`src/rtl/bin2bcd_seq.sv`:
```
// Iterative shift-add-3 binary-to-BCD converter, one input bit per clock, start/done handshake.
// Optional build macro BCD_SAT_EN: clamp every tetrad to 9 when the result overflows D digits.
module bin2bcd_seq #(
  parameter int BW = 8,
  parameter int D  = 3
) (
  input  logic            clk,
  input  logic            rst,
  input  logic            start,
  input  logic [BW-1:0]   bin,
  output logic            busy,
  output logic            done,
  output logic [4*D-1:0]  bcd,
  output logic            ovf
);

  localparam int CW = (BW > 1) ? $clog2(BW) : 1;

  typedef enum logic [1:0] {
    ST_IDLE  = 2'd0,
    ST_SHIFT = 2'd1,
    ST_DONE  = 2'd2
  } state_t;

  state_t          state_reg;
  logic [BW-1:0]   shift_reg;
  logic [4*D-1:0]  digits_reg;
  logic            ovf_work_reg;
  logic [CW-1:0]   count_reg;

  logic [4*D-1:0]  adjusted;
  logic [4*D-1:0]  digits_next;
  logic [BW-1:0]   shift_next;
  logic            ovf_next;
  logic [4*D-1:0]  result_next;

  // Per-tetrad +3 correction; no carry crosses into the neighbouring tetrad.
  genvar gi;
  generate
    for (gi = 0; gi < D; gi++) begin : g_adj
      assign adjusted[4*gi +: 4] = (digits_reg[4*gi +: 4] >= 4'd5)
                                   ? digits_reg[4*gi +: 4] + 4'd3
                                   : digits_reg[4*gi +: 4];
    end
  endgenerate

  assign digits_next = {adjusted[4*D-2:0], shift_reg[BW-1]};
  assign shift_next  = shift_reg << 1;
  // Any bit pushed out of the top tetrad means the value needs more than D digits.
  assign ovf_next    = ovf_work_reg | adjusted[4*D-1];

`ifdef BCD_SAT_EN
  assign result_next = ovf_next ? {D{4'h9}} : digits_next;
`else
  assign result_next = digits_next;
`endif

  always_ff @(posedge clk) begin
    if (rst) begin
      state_reg    <= ST_IDLE;
      shift_reg    <= '0;
      digits_reg   <= '0;
      ovf_work_reg <= 1'b0;
      count_reg    <= '0;
      busy         <= 1'b0;
      done         <= 1'b0;
      bcd          <= '0;
      ovf          <= 1'b0;
    end else begin
      case (state_reg)
        ST_IDLE: begin
          done <= 1'b0;
          busy <= 1'b0;
          if (start) begin
            shift_reg    <= bin;
            digits_reg   <= '0;
            ovf_work_reg <= 1'b0;
            count_reg    <= CW'(BW - 1);
            busy         <= 1'b1;
            state_reg    <= ST_SHIFT;
          end
        end
        ST_SHIFT: begin
          shift_reg    <= shift_next;
          digits_reg   <= digits_next;
          ovf_work_reg <= ovf_next;
          if (count_reg == '0) begin
            // Final shift: publish the result so it is valid alongside done.
            bcd       <= result_next;
            ovf       <= ovf_next;
            done      <= 1'b1;
            state_reg <= ST_DONE;
          end else begin
            count_reg <= count_reg - 1'b1;
          end
        end
        ST_DONE: begin
          done      <= 1'b0;
          busy      <= 1'b0;
          state_reg <= ST_IDLE;
        end
        default: begin
          done      <= 1'b0;
          busy      <= 1'b0;
          state_reg <= ST_IDLE;
        end
      endcase
    end
  end

endmodule
```
`config.mk`:
```
export PLATFORM = sky130hd
export DESIGN_NAME = bin2bcd_seq
export DESIGN_NICKNAME = d
export VERILOG_FILES = /design/src/rtl/bin2bcd_seq.sv
export SDC_FILE = /design/constraint.sdc
export NUM_CORES = 1
export LEC_CHECK = 0
export CAP_MARGIN = 20
export CORE_MARGIN = 1
export CORE_UTILIZATION = 25
export CTS_CLUSTER_DIAMETER = 60
export DETAILED_ROUTE_END_ITERATION = 12
export GPL_ROUTABILITY_DRIVEN = 0
export HOLD_SLACK_MARGIN = 0.12
export PLACE_DENSITY = 0.43
export SYNTH_ARGS = -nofsm -noshare
export SYNTH_HDL_FRONTEND = slang
export SYNTH_SLANG_ARGS = --single-unit
```
`constraint.sdc`:
```
create_clock -name clk -period 1.48 [get_ports clk]
set_clock_uncertainty 0.2 [all_clocks]
set_input_delay 0.37 -clock clk [delete_from_list [all_inputs] [get_ports clk]]
set_output_delay 0.37 -clock clk [all_outputs]
set_load 0.02 [all_outputs]
```
==> impl_metrics.ini <==
[synth]
yosys.area_share.simple = 0.1676
mappedNetlistArea_sq_um = 1837
synth_top_family_by_area = compound AO/OA/AOI/OAI gates
syn_area_per_cell_sq_um = 9.468
ys_types = 36
seq_area_frac_synth = 0.4469
syn_nets = 213
synth_warnings = 0
synth_compound_area_frac = 0.2016
ys_ff_latch = 41
synth.area.mux_share = 0.06608
synth_largest_area_cell = dfxtp_1
synth_adder_area_share = 0.05450
synth_top_area_frac = 0.4469
ys_top_cells_by_area = dfxtp_1 45%, mux2i_1 6.0%, ha_1 5.4%
synth-xor-area-share = 0.01431
syn_inst = 194

[place]
placed_cell_area_sq_um = 2530
io_buffers = 25
post-place-ws_ps = -574.7
dp.cells = 351
dpl.hpwl_um = 3470

[critical_path]
slowest_stage = dfxtp_2
worst-path-buf-inv = 1
cp.required_ps = 1470
path_delay_family = compound AO/OA/AOI/OAI gates
path_cells = inv_4 -> ha_4 -> nand2b_4 -> a21o_4 -> mux2i_2 -> a22o_1
crit_type = reg -> reg
max_stage_delay_ps = 360
crit_path_max_fanout = 3
cp.arrival_ps = 1600
start_kind = flop
end_kind = flop

[global_routing]
grt_pass1_wl_um = 7645
use_met3 = 0.03205
grt-busiest-layer = met2
grt_pass1_vias = 1535
met1_usage = 0.1730
grt_max_degree = 13
grt_overflow = 0
grt_usage = 0.1315
antenna_found_initial = 0
grtUsageMet2 = 0.2079

[floorplanning]
die_area_sq_um = 7694
boundaryPins = 26
die_h_um = 87.72
coreArea_sq_um = 6944
rows = 30
die_w_um = 87.72
start_util = 0.2645

[sta]
hold_violations = 0
tightest_slew_ps = 350.0
finalSetupViolations = 14
max_freq_mhz = 624.3
rsz0062_at_grt = yes
fin_crit_sh = 1.082
layout_setup_ws_ps = -121.8
timing.hold.ws_ps = 256.4
slew_headroom = 0.7642
finalCriticalPeriod_ps = 1602
slew_viol_final = 0

[clock_network]
htree_levels = 2
hold_buffers = 0
numCtsBuffers = 5
cts_sinks = 41
cts_tree = done
root_buffer = clkbuf_8
cts_buffer_depth = 2
clock_latency_ps = 300
clkTransAtPathRegs_ps = 80

[job]
cap_violations = 0

[drt]
num_vias = 1641
ant_nets = 0
initialDrtViolationCount = 30
wl_um = 4822
dr.pass1.iters = 4
via_per_inst = 4.521
avgRoutedWirePerCell_um = 13.28
drcViolationCount = 0

[final_layout]
areaGrowthSynthToFinish_pct = 57.70
stdcell_count = 363
postLayoutCoreUtil = 0.4171
layout.nets = 285
drive_above_1_share = 0.5468
postLayoutCellArea_sq_um = 2897
diodes = 0

[run_status]
violations = negative setup slack
status = complete, but fails checks

[hold_path]
min_path_type = reg -> reg

[pwr]
cellLeakagePower_nw = 1.191
powerDensity_nw_per_um2 = 908.8
peakVddDrop_mv = 0.3124
stage by stage:
| step | TNS [ps] | total power, mW |
|---|---|---|
| final | -731.9 | 2.632 |
| after global routing | -1927 | 2.772 |
| after global placement | -16920 | 1.771 |
| after detailed placement | -16850 | 1.775 |
| after CTS | -1167 | 2.635 |
| after floorplan | 0 | 1.503 |
worst register-to-register path: stages, from the launching register on:
cell and delay [ps]:
dfxtp_2 360, inv_4 50, ha_4 140, nand2b_4 130, a21o_4 240, mux2i_2 170
a22o_1 210
synthesized netlist by cell type:
cell / number
a211oi_1: 6
a21o_1: 6
a21oi_1: 6
a221oi_1: 1
a22o_1: 3
a311oi_1: 1
a31oi_1: 1
a32o_1: 3
a32oi_1: 1
and2b_1: 2
buf_2: 3
buf_4: 2
buf_6: 1
clkbuf_1: 2
dfxtp_1: 41
ha_1: 8
inv_1: 11
mux2_2: 1
mux2i_1: 11
nand2_1: 11
nand2b_1: 7
nand2b_4: 1
nand3b_1: 3
nor2_1: 14
nor2_4: 1
nor2b_1: 1
nor3_1: 4
nor3b_1: 9
o21ai_0: 18
o21ba_2: 1
o21bai_1: 1
o22ai_1: 5
o31ai_1: 3
or3_1: 1
or4_1: 1
xnor2_1: 3
layer usage:
| layer | vias to the layer above | wire length, um |
|---|---|---|
| li1 | 842 | - |
| met1 | 781 | 2364 |
| met2 | 13 | 2287 |
| met3 | 5 | 100 |
| met4 | 0 | 68 |
| met5 | - | 0 |
power breakdown:
group	internal, mW	leakage, nW	switching [mW]
sequential	1.16	0.339	0.0400
combinational	0.316	0.798	0.284
clock	0.422	0.0542	0.406
total	1.90	1.19	0.730
cell families (layout without fill, tap and decap cells):
kind of cell,after synthesis,after routing
fa+ha+maj,8,8
simple gates,55,55
mux,12,12
xor+xnor,3,3
compound gates,56,56
buf+inv,19,92
flops,41,41
final cells by class:
| class | count | area, sq um |
|---|---|---|
| Clock buffer | 7 | 96.34 |
| Clock inverter | 1 | 5.005 |
| Fill cell | 690 | 4048 |
| Inverter | 11 | 46.29 |
| Multi-Input combinational cell | 134 | 1232 |
| Sequential cell | 41 | 839.6 |
| Tap cell | 96 | 120.1 |
| Timing Repair Buffer | 73 | 556.8 |
repair_timing:
item                       in CTS  in global routing
setup buffers                   3                  1
setup endpoints to repair      54                 44
gates resized for setup        93                 53
pin swaps                       5                 22
placed cells by master (no fill, tap or decap), types with 3 or more instances in the layout:
cell	count
buf_6	4
mux2i_1	7
a211oi_1	3
a21o_1	4
nor3b_2	5
o22ai_1	3
nor2_1	11
ha_4	5
o21ai_0	14
buf_2	15
inv_2	7
nand2b_4	5
nand3b_1	3
nor3b_1	4
a21oi_2	4
clkdlybuf4s50_1	8
buf_4	43
dfxtp_1	30
a211oi_2	3
a32o_1	3
dfxtp_2	9
a22o_1	3
mux2i_2	4
nor2_2	3
nor3_1	4
clkbuf_8	7
nand2_1	9
nand2b_2	3
path summary, 6_finish.rpt:
| check | from | to | slack [ps] | depth (start not counted) |
|---|---|---|---|---|
| worst max-delay path | digits_reg[1] | digits_reg[2] | -120 | 6 |
| worst min-delay path | shift_reg[5] | shift_reg[5] | 260 | 2 |
| worst max register to register | digits_reg[1] | digits_reg[2] | -120 | 6 |
| worst min register to register | shift_reg[5] | shift_reg[5] | 260 | 2 |
Note: power is estimated with default switching activity, not from simulation.
